**config.mk**
```make
export PLATFORM = sky130hd
export DESIGN_NAME = mult_div_unit_flat
export DESIGN_NICKNAME = d
export VERILOG_FILES = /design/src/rtl/cpu_defs.sv /design/src/rtl/mult_div_unit_if.sv /design/src/rtl/mult_div_unit.sv /design/src/flat_wrapper.sv
export SDC_FILE = /design/constraint.sdc
export NUM_CORES = 1
export LEC_CHECK = 0
export CAP_MARGIN = 10
export CORE_MARGIN = 2
export CORE_UTILIZATION = 53
export DETAILED_ROUTE_END_ITERATION = 7
export PLACE_DENSITY = 0.78
export SLEW_MARGIN = 20
export SYNTH_ARGS = -nofsm -noshare
export SYNTH_HDL_FRONTEND = slang
export SYNTH_SLANG_ARGS = --single-unit
```
**constraint.sdc**
```tcl
create_clock -name clk -period 4.54 [get_ports clk]
set_input_delay 0.908 -clock clk [delete_from_list [all_inputs] [get_ports clk]]
set_output_delay 0.908 -clock clk [all_outputs]
set_load 0.02 [all_outputs]
```
**src/rtl/cpu_defs.sv**
```systemverilog
// ============================================================================
//  Module   : cpu_defs
//  Brief    : Shared CPU definitions: mult/div op encodings, FSM states, sizes
//  Revision : 1.0
// ============================================================================
`default_nettype none

package cpu_defs;

    localparam logic MD_OP_MULT = 1'b0;
    localparam logic MD_OP_DIV  = 1'b1;

    localparam int MD_ITER = 32;

    typedef enum logic [1:0] {
        MD_IDLE = 2'd0,
        MD_RUN  = 2'd1,
        MD_FIX  = 2'd2,
        MD_DONE = 2'd3
    } md_state_e;

endpackage

`default_nettype wire

```
**src/rtl/mult_div_unit_if.sv**
```systemverilog
// ============================================================================
//  Module   : mult_div_unit_if
//  Brief    : Control-unit <-> multiplier/divider request/result bundle
//  Revision : 1.0
// ============================================================================
`default_nettype none

interface mult_div_unit_if
    import cpu_defs::*;
#(
    parameter int WIDTH = MD_ITER
);
    logic             start;
    logic             op;
    logic [WIDTH-1:0] a;
    logic [WIDTH-1:0] b;
    logic             busy;
    logic             done;
    logic [WIDTH-1:0] hi;
    logic [WIDTH-1:0] lo;
    logic             div0;

    modport master (
        output start, op, a, b,
        input  busy, done, hi, lo, div0
    );

    modport slave (
        input  start, op, a, b,
        output busy, done, hi, lo, div0
    );
endinterface

`default_nettype wire

```
**src/rtl/mult_div_unit.sv**
```systemverilog
// ============================================================================
//  Module   : mult_div_unit
//  Brief    : Iterative signed Booth multiplier / restoring divider, shared adder
//  Revision : 1.0
// ============================================================================
`default_nettype none

module mult_div_unit
    import cpu_defs::*;
#(
    parameter int WIDTH = MD_ITER
) (
    input  wire logic       clk,
    input  wire logic       reset_in,
    mult_div_unit_if.slave  md
);

    localparam int               CNT_W  = $clog2(WIDTH);
    localparam logic [CNT_W-1:0] c_last = CNT_W'(WIDTH - 1);

    md_state_e          r_state;
    logic [CNT_W-1:0]   r_cnt;
    logic               r_op;
    logic               r_a_neg;
    logic               r_q_neg;
    logic [WIDTH-1:0]   r_mcand;
    logic [2*WIDTH:0]   r_p;
    logic               r_busy;
    logic               r_done;
    logic               r_div0;
    logic [WIDTH-1:0]   r_hi;
    logic [WIDTH-1:0]   r_lo;

    logic [WIDTH-1:0]   w_a_abs;
    logic [WIDTH-1:0]   w_b_abs;
    logic [WIDTH:0]     w_x;
    logic [WIDTH:0]     w_y;
    logic               w_sub;
    logic [WIDTH:0]     w_sum;
    logic [2*WIDTH:0]   w_p_next;
    logic [WIDTH-1:0]   w_quot;
    logic [WIDTH-1:0]   w_rem;

    // Two's-complement magnitude; the most negative value maps to 2^(WIDTH-1) unsigned.
    assign w_a_abs = md.a[WIDTH-1] ? (~md.a + WIDTH'(1)) : md.a;
    assign w_b_abs = md.b[WIDTH-1] ? (~md.b + WIDTH'(1)) : md.b;

    assign w_quot = r_p[WIDTH-1:0];
    assign w_rem  = r_p[2*WIDTH-1:WIDTH];

    // MULT: r_p = {P, q_-1}. DIV: r_p = {partial remainder, dividend/quotient}.
    always_comb begin
        w_x      = '0;
        w_y      = '0;
        w_sub    = 1'b0;
        w_p_next = r_p;
        if (r_op == MD_OP_MULT) begin
            w_x = {r_p[2*WIDTH], r_p[2*WIDTH:WIDTH+1]};
            unique case (r_p[1:0])
                2'b01:   w_y = {r_mcand[WIDTH-1], r_mcand};
                2'b10: begin
                    w_y   = {r_mcand[WIDTH-1], r_mcand};
                    w_sub = 1'b1;
                end
                default: w_y = '0;
            endcase
        end else begin
            w_x   = r_p[2*WIDTH-1:WIDTH-1];
            w_y   = {1'b0, r_mcand};
            w_sub = 1'b1;
        end

        w_sum = w_x + (w_sub ? ~w_y : w_y) + (WIDTH+1)'(w_sub);

        if (r_op == MD_OP_MULT) begin
            // 33-bit sum absorbs the add overflow, so the shift stays exact.
            w_p_next = {w_sum, r_p[WIDTH:1]};
        end else if (!w_sum[WIDTH]) begin
            w_p_next = {w_sum, r_p[WIDTH-2:0], 1'b1};
        end else begin
            w_p_next = {w_x, r_p[WIDTH-2:0], 1'b0};
        end
    end

    always_ff @(posedge clk) begin
        if (reset_in) begin
            r_state <= MD_IDLE;
            r_cnt   <= '0;
            r_op    <= MD_OP_MULT;
            r_a_neg <= 1'b0;
            r_q_neg <= 1'b0;
            r_mcand <= '0;
            r_p     <= '0;
            r_busy  <= 1'b0;
            r_done  <= 1'b0;
            r_div0  <= 1'b0;
            r_hi    <= '0;
            r_lo    <= '0;
        end else begin
            unique case (r_state)
                MD_IDLE: begin
                    if (md.start) begin
                        r_op    <= md.op;
                        r_a_neg <= md.a[WIDTH-1];
                        r_q_neg <= md.a[WIDTH-1] ^ md.b[WIDTH-1];
                        r_div0  <= 1'b0;
                        r_busy  <= 1'b1;
                        r_cnt   <= '0;
                        if (md.op == MD_OP_DIV && md.b == '0) begin
                            r_div0  <= 1'b1;
                            r_done  <= 1'b1;
                            r_state <= MD_DONE;
                        end else begin
                            r_state <= MD_RUN;
                            if (md.op == MD_OP_MULT) begin
                                r_mcand <= md.a;
                                r_p     <= {{WIDTH{1'b0}}, md.b, 1'b0};
                            end else begin
                                r_mcand <= w_b_abs;
                                r_p     <= {{(WIDTH+1){1'b0}}, w_a_abs};
                            end
                        end
                    end
                end
                MD_RUN: begin
                    r_p   <= w_p_next;
                    r_cnt <= r_cnt + 1'b1;
                    if (r_cnt == c_last) begin
                        r_state <= MD_FIX;
                    end
                end
                MD_FIX: begin
                    if (r_op == MD_OP_MULT) begin
                        r_hi <= r_p[2*WIDTH:WIDTH+1];
                        r_lo <= r_p[WIDTH:1];
                    end else begin
                        // Remainder takes the dividend's sign.
                        r_lo <= r_q_neg ? (~w_quot + WIDTH'(1)) : w_quot;
                        r_hi <= r_a_neg ? (~w_rem + WIDTH'(1)) : w_rem;
                    end
                    r_done  <= 1'b1;
                    r_state <= MD_DONE;
                end
                MD_DONE: begin
                    r_done  <= 1'b0;
                    r_busy  <= 1'b0;
                    r_state <= MD_IDLE;
                end
                default: begin
                    r_done  <= 1'b0;
                    r_busy  <= 1'b0;
                    r_state <= MD_IDLE;
                end
            endcase
        end
    end

    assign md.busy = r_busy;
    assign md.done = r_done;
    assign md.div0 = r_div0;
    assign md.hi   = r_hi;
    assign md.lo   = r_lo;

endmodule

`default_nettype wire

```
**src/flat_wrapper.sv**
```systemverilog
// flat-port wrapper written by rule: the top's interface ports become plain ports
module mult_div_unit_flat import cpu_defs::*;
#(
    parameter int WIDTH = MD_ITER
)
  (clk, reset_in, md_start, md_op, md_a, md_b, md_busy, md_done, md_hi, md_lo, md_div0);
  mult_div_unit_if #(.WIDTH(WIDTH)) md_i ();
  input  wire logic clk;
  input  wire logic reset_in;
  input wire logic [$bits(md_i.start)-1:0] md_start;
  input wire logic [$bits(md_i.op)-1:0] md_op;
  input wire logic [$bits(md_i.a)-1:0] md_a;
  input wire logic [$bits(md_i.b)-1:0] md_b;
  output wire logic [$bits(md_i.busy)-1:0] md_busy;
  output wire logic [$bits(md_i.done)-1:0] md_done;
  output wire logic [$bits(md_i.hi)-1:0] md_hi;
  output wire logic [$bits(md_i.lo)-1:0] md_lo;
  output wire logic [$bits(md_i.div0)-1:0] md_div0;
  assign md_i.start = md_start;
  assign md_i.op = md_op;
  assign md_i.a = md_a;
  assign md_i.b = md_b;
  assign md_busy = md_i.busy;
  assign md_done = md_i.done;
  assign md_hi = md_i.hi;
  assign md_lo = md_i.lo;
  assign md_div0 = md_i.div0;
  mult_div_unit #(.WIDTH(WIDTH)) u_core (.clk(clk), .reset_in(reset_in), .md(md_i));
endmodule
```
; After elaboration in Yosys (flattened, before gate mapping)
; Cells that the tools add are included.
[totals]
ramBits = 0
in_bits = 68
mem_count = 0
romBits = 0
out_inout_bits = 67
latch_bits = 0
ff_bits = 174
word_cells = 81
[op_classes]
div_mod_pow = 0
addsub = 7
n_mux = 31
n_reduce_logical = 14
magnitude_cmp = 0
shift = 0
eq_ne = 10
bitwise = 7
mul = 0
[ops]
columns = operator, count
row1 = $mux W65, 4
row2 = $mux W32, 7
row3 = $mux W33, 5
row4 = $pmux W65 S2, 1
row5 = $add A32 B1 Y32 const B, 4
row6 = $not A32 Y32, 4
row7 = $add A33 B1 Y33, 1
row8 = $add A33 B33 Y33, 1
row9 = $not A33 Y33, 1
row10 = $logic_not A32 Y1, 1
row11 = $pmux W5 S2, 1
row12 = $reduce_and A3 Y1, 3
row13 = $pmux W2 S4, 1
row14 = $reduce_and A2 Y1, 4
row15 = $eq A2 B2 Y1 const B, 3
row16 = $mux W1, 6
row17 = $mux W2, 3
row18 = $add A5 B1 Y5 const B, 1
row19 = $eq A5 B5 Y1 const B, 1
row20 = $mux W5, 1
row21 = $eq A2 B1 Y1 const B, 2
row22 = $ne A2 B1 Y1 const B, 2
row23 = $ne A2 B2 Y1 const B, 2
row24 = $reduce_bool A2 Y1, 2
row25 = 8 further kinds, 8

; Longest topological paths before layout
; Gate-level depths: netlist of run 1.
[depth]
depth_word = 11
ltp_mapped = 21
depth_no_buf = 16

; Worst setup path before layout of run 1
; Ideal clock, no wire load.
[synth_path]
path_type = reg-to-reg
start = register u_core.r_op
end = register u_core.r_p[37]
setup_time_ns = 0.129
arrival_time_ns = 4.768
path_buffers = 6
required_time_ns = 4.411
stages_incl_launch_ff = 17
synth_period_minus_slack_ns = 4.897
setup_slack_ns = -0.357
cell_sequence = dfxtp_1 -> clkbuf_1 -> buf_1 -> clkbuf_1 -> clkbuf_1 -> mux2_2 -> fa_1 -> a211oi_1 -> o211ai_1 -> a41oi_1 -> o21a_1 -> o21a_1 -> o311a_1 -> clkbuf_1 -> clkbuf_1 -> mux2i_1 -> o21ai_0
[synth_between]
elab_chain_len = 8
word_cells_on_any_way = 10
cone_classes = add/sub (2) / mux (7) / bitwise (1)
[synth_lines]
columns = item, line
row1 = from (decl), mult_div_unit.sv:23  ; logic r_op;
row2 = from (signal assigned), mult_div_unit.sv:103  ; r_op <= md.op;
row3 = $mux W33, mult_div_unit.sv:57  ; if (r_op == MD_OP_MULT) begin
row4 = $not A33 Y33, mult_div_unit.sv:73  ; w_sum = w_x + (w_sub ? ~w_y : w_y) + (WIDTH+1)'(w_sub);
row5 = $mux W33, mult_div_unit.sv:73
row6 = $add A33 B33 Y33, mult_div_unit.sv:73
row7 = $add A33 B1 Y33, mult_div_unit.sv:73
row8 = $mux W65, mult_div_unit.sv:78  ; end else if (!w_sum[WIDTH]) begin
row9 = $mux W65 (*), mult_div_unit.sv:75  ; if (r_op == MD_OP_MULT) begin
row10 = $pmux W65 S2 (*), mult_div_unit.sv:100  ; unique case (r_state)
row11 = to (signal assigned), mult_div_unit.sv:117  ; r_p <= {{WIDTH{1'b0}}, md.b, 1'b0};
row12 = to (signal assigned), mult_div_unit.sv:120  ; r_p <= {{(WIDTH+1){1'b0}}, w_a_abs};
row13 = to (signal assigned), mult_div_unit.sv:126  ; r_p <= w_p_next;
row14 = to (decl), mult_div_unit.sv:27  ; logic [2*WIDTH:0] r_p;
; Mark *: on every way between the ends. The rest lies on a longest branch, timed or not.
; A chain may end at the register's enable or synchronous reset.

; Worst setup path after layout of run 1
[layout_path]
start = register u_core.r_p[0]
end = register u_core.r_p[60]
[layout_between]
elab_chain_len = 11
word_cells_on_any_way = 14
cone_classes = add/sub (2) / eq/ne (2) / mux (8) / bitwise (1) / reduce/logical (1)
[layout_lines]
columns = item, line
row1 = $eq A2 B1 Y1 or $eq A2 B2 Y1 (tied branches), mult_div_unit.sv:59  ; unique case (r_p[1:0])
row2 = $reduce_or A2 Y1 (no source line), n/a
row3 = $mux W33, mult_div_unit.sv:59
row4 = $mux W33, mult_div_unit.sv:57
row5 = $not A33 Y33, mult_div_unit.sv:73
row6 = $mux W33, mult_div_unit.sv:73
row7 = $add A33 B33 Y33, mult_div_unit.sv:73
row8 = $add A33 B1 Y33 (*), mult_div_unit.sv:73
row9 = $mux W65, mult_div_unit.sv:78
row10 = $mux W65 (*), mult_div_unit.sv:75
row11 = $pmux W65 S2 (*), mult_div_unit.sv:100
; Marked as above.

==> impl_metrics.env, run 1 <==
export IMPL_status="finished clean"
export IMPL_numCtsBuffers=17
export IMPL_routed_via_density=6.021
export IMPL_relSlewSlack=0.3570
export IMPL_fin_area_um2=15410
export IMPL_min_to="u_core.r_mcand[13]"
export IMPL_nFillCells=2147
export IMPL_area_delta_synth_final_pct=16.10
export IMPL_cts_sinks=174
export IMPL_synth_area_um2=13270
export IMPL_syn_inst=1762
export IMPL_synth_top_area_share=0.2624
export IMPL_postSynthAreaPerCell_um2=7.533
export IMPL_vias=12900
export IMPL_dpl_hpwl_um=27740
export IMPL_drc=0
export IMPL_clock_path_buffers=2
export IMPL_end_kind="flip-flop"
export IMPL_num_rows=57
export IMPL_slew_viol_final=0
export IMPL_power_density_nw_per_um2=549.6
export IMPL_postPlaceCellArea_um2=14780
export IMPL_hp_class="reg -> reg"
export IMPL_postCtsSetupBuffers=0
export IMPL_cp_common_cell="buf_4"
export IMPL_core_area_um2=24460
export IMPL_p_leak_nw=5.827
export IMPL_fp_dieArea_um2=26330
export IMPL_clock_latency_ns=0.44
export IMPL_wl_met2_um=17530
export IMPL_rsz0062_at_grt="no"
export IMPL_wl_met3_um=2410
export IMPL_drive_gt1_frac=0.08141
export IMPL_synth_largest_area_cell="dfxtp_1"
export IMPL_grt_usage=0.2803
export IMPL_rrSetupSlack_ns=0.23
export IMPL_ys_warn_count=0
export IMPL_timing_rr_start="u_core.r_p[0]"
export IMPL_drt_iter0_markers=1122
export IMPL_syn_nets=1873
export IMPL_grt_first_pass_wirelength_um=60260
export IMPL_start_kind="flip-flop"
export IMPL_slowest_stage="fa_1"
export IMPL_grt_max_degree=76
export IMPL_timing_final_hold_violations=0
export IMPL_tns_ns=0
export IMPL_synth_edf_count=0
export IMPL_min_period_over_period=0.9487
export IMPL_cp_arrival_ns=4.66
export IMPL_drt_pass1_iter_count=5
export IMPL_routed_wl_um=37730
export IMPL_cp_num_buf_inv=4
export IMPL_nets=1916
export IMPL_cp_required_ns=4.90
export IMPL_die_y_um=162.3
export IMPL_regArea_um2=3487
export IMPL_cp_max_fo=9
export IMPL_grt_pass1_vias=11600
export IMPL_criticalPathCategory="reg -> reg"
export IMPL_topRoutingLayerUsed="met4"
export IMPL_min_from="u_core.r_mcand[13]"
export IMPL_detail_route_wl_per_cell_um=17.62
export IMPL_ant_nets=0
export IMPL_antenna_cells=0
export IMPL_max_freq_mhz=232.2
export IMPL_io_buffers=134
export IMPL_cts_root_buf="clkbuf_16"
export IMPL_ys_flop_type="dfxtp_1"
export IMPL_die_w_um=162.3
export IMPL_ys_seq_area_frac=0.2624
export IMPL_clock_skew_ns=0.01385
export IMPL_reg2reg_to="u_core.r_p[60]"
export IMPL_gp_congestion=0.9458
export IMPL_finalSetupViolCount=0
export IMPL_synth_area_leaders="dfxtp_1, xor2_1, mux2i_1"
export IMPL_clk_pin_slew_ns=0.07
export IMPL_io_pins=135
export IMPL_overflow=0
export IMPL_crit_family="compound AO/OA/AOI/OAI gates"
export IMPL_h_tree_depth=4
export IMPL_worst_slew_pin_slew_ns=0.9645
export IMPL_ir_drop_mv=0.2864
export IMPL_synth_distinct_cells=64
export IMPL_slowest_delay_ns=0.48
export IMPL_start_util=0.5426
export IMPL_antenna_found_initial=0
export IMPL_synth_async_reset_ratio=0
export IMPL_min_path_cells=2
export IMPL_wl_met1_um=17070
export IMPL_ys_ff_latch=174
export IMPL_cts_tree="done"
export IMPL_multi_input_area_um2=9134
export IMPL_crit_chain="inv_1 > ha_1 > buf_4 > a211oi_1 > a311oi_1 > fa_1 > a211oi_1 > o211ai_1 > a41oi_2 > o21a_1 > o21a_1 > o311a_1 > buf_4 > nand4_1 > buf_4 > o21ai_0"
export IMPL_fin_crit_ns=4.307
export IMPL_r2r_cells=16
export IMPL_drv_cap=0
worst reg2reg max path, cell delays in order, from the launching register on:
cell and delay (ns):
dfxtp_1 0.33, inv_1 0.08, ha_1 0.31, buf_4 0.16, a211oi_1 0.29, a311oi_1 0.15
fa_1 0.48, a211oi_1 0.36, o211ai_1 0.23, a41oi_2 0.33, o21a_1 0.25, o21a_1 0.16
o311a_1 0.33, buf_4 0.24, nand4_1 0.11, buf_4 0.24, o21ai_0 0.19
worst max-delay path by stage:
stage	depth (start not counted)	end	slack, ns	start
2_1_floorplan	16	u_core.r_p[37]	0.10	u_core.r_op
3_3_place_gp	11	u_core.r_p[17]	0.09	md_b[7]
3_5_place_dp	11	u_core.r_p[17]	0.003	md_b[7]
4_1_cts	16	u_core.r_p[60]	0.18	u_core.r_p[0]
5_1_grt	17	u_core.r_p[59]	0.005	u_core.r_p[0]
6_report	16	u_core.r_p[60]	0.23	u_core.r_p[0]
Yosys cell counts (5+ instances only):
cell      number
nand2_1      217
nor2_1       214
dfxtp_1      174
a21oi_1      161
xor2_1       146
clkbuf_1     109
mux2i_1      105
o21ai_0       90
a211oi_1      47
o211ai_1      45
mux2_2        43
ha_1          42
o31ai_1       29
xnor2_1       29
inv_1         28
nand3_1       24
nor3_1        22
o41ai_1       20
buf_1         19
a21o_1        18
a31oi_1       16
or3_1         15
nand2b_1      13
buf_2         11
or2_2         11
or4_1         11
nor2b_1       10
nor4_1         9
o21ai_1        8
buf_4          7
a22oi_1        6
and3_1         6
nand4_1        5
o22ai_1        5
cell families (layout without fill, tap and decap cells):
logic type      Yosys count  after routing  share of synthesized area
simple gates            571            571                     0.1886
compound gates          475            475                     0.2232
buf+inv                 176            232                    0.05345
xor+xnor                175            175                     0.1155
flops                   174            174                     0.2624
mux                     148            148                     0.1157
fa+ha+maj                43             43                    0.04110
repair_timing:
action                     in CTS  in global routing
setup endpoints to repair       0                  5
resized for setup               0                  4
hold buffers                    0                  0
through the flow:
stage	total power [mW]	util	cells	hold WS (ns)	setup slack, ns
floorplan	5.657	-	1762	0.4366	0.1037
global placement	6.781	0.6044	2109	0.4456	0.09186
detailed placement	6.896	0.6044	2109	0.4497	0.003078
CTS	8.391	0.6283	2141	0.4591	0.1818
global route	9.033	0.6299	2142	0.4767	0.005474
finish	8.469	0.6299	2142	0.4594	0.2328
registers in the layout (all words and copies together) (netlist names):
| signal | cells |
|---|---|
| u_core.r_p | 65 |
| u_core.md.hi | 32 |
| u_core.md.lo | 32 |
| u_core.r_mcand | 32 |
| u_core.r_cnt | 5 |
| u_core.r_state | 2 |
| u_core.md.busy | 1 |
| u_core.md.div0 | 1 |
| u_core.md.done | 1 |
| u_core.r_a_neg | 1 |
| u_core.r_op | 1 |
| u_core.r_q_neg | 1 |
placed cells by master, fill, tap and decap left out, types with 6 or more instances in the layout:
master,count
or4_1,11
buf_12,6
mux2_2,43
nand3_1,24
nand2_1,217
inv_8,6
nor2_1,211
inv_1,28
o211ai_1,45
nor2b_1,10
a21o_1,18
or2_2,11
and3_1,6
a211oi_1,46
xor2_1,146
o21ai_1,8
o21ai_0,90
or3_1,15
dfxtp_1,173
o31ai_1,29
nand2b_1,13
ha_1,40
a21oi_1,161
o41ai_1,20
clkdlybuf4s50_1,132
mux2i_1,105
nor4_1,9
a22oi_1,6
a31oi_1,15
nor3_1,22
buf_4,33
clkbuf_16,17
xnor2_1,29
clkinv_4,6
power by group:
part	switching (mW)	internal, mW
sequential	0.454	1.84
combinational	2.80	1.90
clock	0.722	0.749
per-layer routing:
layer,vias up,global-route usage
li1,6315,-
met1,5979,0.3877
met2,536,0.4586
met3,66,0.03371
met4,0,0.08447
met5,-,0
cell type report:
| type | count | area share |
|---|---|---|
| clock buffers | 18 | 0.02850 |
| clock inverters | 14 | 0.009419 |
| inverters | 28 | 0.006820 |
| multi-input cells | 1412 | 0.5927 |
| flip-flops and latches | 174 | 0.2263 |
| well taps | 324 | 0.02631 |
| repair buffers | 172 | 0.1099 |
No activity file was read; power rests on OpenSTA's default activity.
==> inputs of run 2 (changes only) <==
--- a/config.mk
+++ b/config.mk
@@ -6,11 +6,10 @@
 export NUM_CORES = 1
 export LEC_CHECK = 0
 export CAP_MARGIN = 10
-export CORE_MARGIN = 2
 export CORE_UTILIZATION = 53
 export DETAILED_ROUTE_END_ITERATION = 7
+export HOLD_SLACK_MARGIN = 0.03
 export PLACE_DENSITY = 0.78
-export SLEW_MARGIN = 20
 export SYNTH_ARGS = -nofsm -noshare
 export SYNTH_HDL_FRONTEND = slang
 export SYNTH_SLANG_ARGS = --single-unit
==> impl_metrics.env, run 2 (synthesis gave the netlist of run 1 again) <==
export IMPL_antenna_found_initial=0
export IMPL_drt_pass1_iter_count=6
export IMPL_cp_required_ns=4.90
export IMPL_grt_usage=0.2887
export IMPL_fin_crit_ns=4.229
export IMPL_timing_final_hold_violations=0
export IMPL_switching_share=0.4705
export IMPL_p_sw_mw=3.981
export IMPL_nFillCells=2101
export IMPL_end_kind="flip-flop"
export IMPL_io_pins=135
export IMPL_die_w_um=160.3
export IMPL_criticalPathCategory="reg -> reg"
export IMPL_drc=0
export IMPL_worst_slew_pin_slew_ns=1.147
export IMPL_min_from="u_core.r_mcand[11]"
export IMPL_start_kind="flip-flop"
export IMPL_routed_via_density=6.008
export IMPL_die_y_um=160.3
export IMPL_area_delta_synth_final_pct=15.97
export IMPL_seqPwrFrac=0.275
export IMPL_multi_input_area_um2=9128
export IMPL_combPwrFrac=0.551
export IMPL_regArea_um2=3487
export IMPL_met1_usage=0.3957
export IMPL_drive_gt1_frac=0.08136
export IMPL_relSlewSlack=0.2356
export IMPL_ir_drop_mv=0.3281
export IMPL_cp_max_fo=28
export IMPL_met3_usage=0.04519
export IMPL_clock_latency_ns=0.44
export IMPL_h_tree_depth=4
export IMPL_numCtsBuffers=17
export IMPL_busiest_layer="met2"
export IMPL_p_leak_nw=5.823
export IMPL_largest_register="u_core.r_p"
export IMPL_ant_nets=0
export IMPL_drv_cap=0
export IMPL_min_period_over_period=0.9315
export IMPL_detail_route_wl_per_cell_um=17.42
export IMPL_antenna_cells=0
export IMPL_hp_class="reg -> reg"
export IMPL_drt_iter0_markers=1091
export IMPL_power_frac_clock=0.173
export IMPL_cp_arrival_ns=4.59
export IMPL_intPower_mw=4.480
export IMPL_final_common_cell="nand2_1"
export IMPL_min_path_cells=2
export IMPL_clock_skew_ns=0.01803
export IMPL_finalSetupViolCount=0
export IMPL_timing_rr_start="u_core.r_p[0]"
export IMPL_layout_common_cells="nand2_1, nor2_1, dfxtp_1"
export IMPL_fp_dieArea_um2=25680
export IMPL_clk_pin_slew_ns=0.08
export IMPL_cts_sinks=174
export IMPL_dpl_hpwl_um=27420
export IMPL_core_area_um2=24460
export IMPL_met2_usage=0.4674
export IMPL_holdBufCountCts=0
export IMPL_gp_congestion=0.9554
export IMPL_r2r_cells=18
export IMPL_status="finished clean"
export IMPL_io_buffers=134
export IMPL_cts_root_buf="clkbuf_16"
export IMPL_clock_path_buffers=2
export IMPL_startpoint="u_core.r_p[0]"
export IMPL_cts_tree="done"
export IMPL_nets=1918
export IMPL_max_freq_mhz=236.5
export IMPL_holdWs_ns=0.4567
export IMPL_start_util=0.5426
export IMPL_postCtsSetupBuffers=0
export IMPL_largest_reg_flops=65
export IMPL_routed_wl_um=37330
export IMPL_grt_pass1_vias=11720
export IMPL_power_density_nw_per_um2=549.7
export IMPL_num_rows=57
export IMPL_rsz0062_at_grt="no"
export IMPL_grt_max_degree=83
export IMPL_vias=12880
export IMPL_slew_viol_final=0
export IMPL_grt_first_pass_wirelength_um=60750
export IMPL_tns_ns=0
export IMPL_overflow=0
-- run 2: cell count changes in the layout (fill, tap and decap cells not counted) --
cell / change
clkinv_4: -2
a31oi_2: -1
buf_4: +3
clkbuf_8: -1
buf_12: -1
inv_6: +2
a31oi_1: +1
-- run 2: critical path, stage by stage (launching register included) --
cell,delay (ns)
dfxtp_1,0.33
inv_1,0.08
ha_1,0.31
or2_2,0.32
buf_4,0.23
nand2_1,0.11
xor2_1,0.16
ha_1,0.30
a21oi_1,0.21
o21ai_0,0.20
a31o_2,0.30
a31oi_1,0.30
mux2_2,0.38
o311a_1,0.12
buf_4,0.16
buf_4,0.21
nor2_2,0.19
a22oi_1,0.12
o21ai_0,0.11
-- run 2: through the flow --
step | instances | util | total power [mW] | setup slack, ns | cell area [um2]
2_1_floorplan | 1762 | - | 5.657 | 0.1037 | 13280
3_3_place_gp | 2112 | 0.6053 | 6.799 | 0.1384 | 14810
3_5_place_dp | 2112 | 0.6053 | 6.917 | 0.01001 | 14810
4_1_cts | 2143 | 0.6286 | 8.403 | 0.1748 | 15380
5_1_grt | 2143 | 0.6292 | 9.045 | 0.01327 | 15390
6_report | 2143 | 0.6292 | 8.461 | 0.3108 | 15390
-- run 2: timing repair --
action,4_1_cts,5_1_grt
endpoints found under the hold margin,0,0
resized for setup,0,3
setup endpoints to repair,0,10
-- run 2: final timing paths --
| kind | end | slack [ns] |
|---|---|---|
| setup / recovery | u_core.r_p[60] | 0.31 |
| hold / removal | u_core.r_mcand[11] | 0.46 |
| setup reg to reg | u_core.r_p[60] | 0.31 |
| hold reg to reg | u_core.r_mcand[11] | 0.46 |
-- run 2: layer usage --
layer | vias to the layer above | share of wire
met3 | 51 | 0.077
met2 | 549 | 0.46
met5 | - | 0
li1 | 6309 | -
met4 | 0 | 0.019
met1 | 5966 | 0.45
-- run 2: power by group through the flow --
stage,Clock [mW],Combinational (mW),Sequential [mW]
finish,1.47,4.67,2.33
global route,1.55,5.13,2.37
CTS,1.47,4.62,2.31
detailed placement,0,4.57,2.34
global placement,0,4.47,2.33
floorplan,0,3.51,2.15
-- run 2: final cells by class --
class,count,area share
repair buffers,174,0.1102
inverters,28,0.006828
flip-flops and latches,174,0.2265
well taps,324,0.02634
clock inverters,14,0.009429
clock buffers,17,0.02764
multi-input cells,1412,0.5930
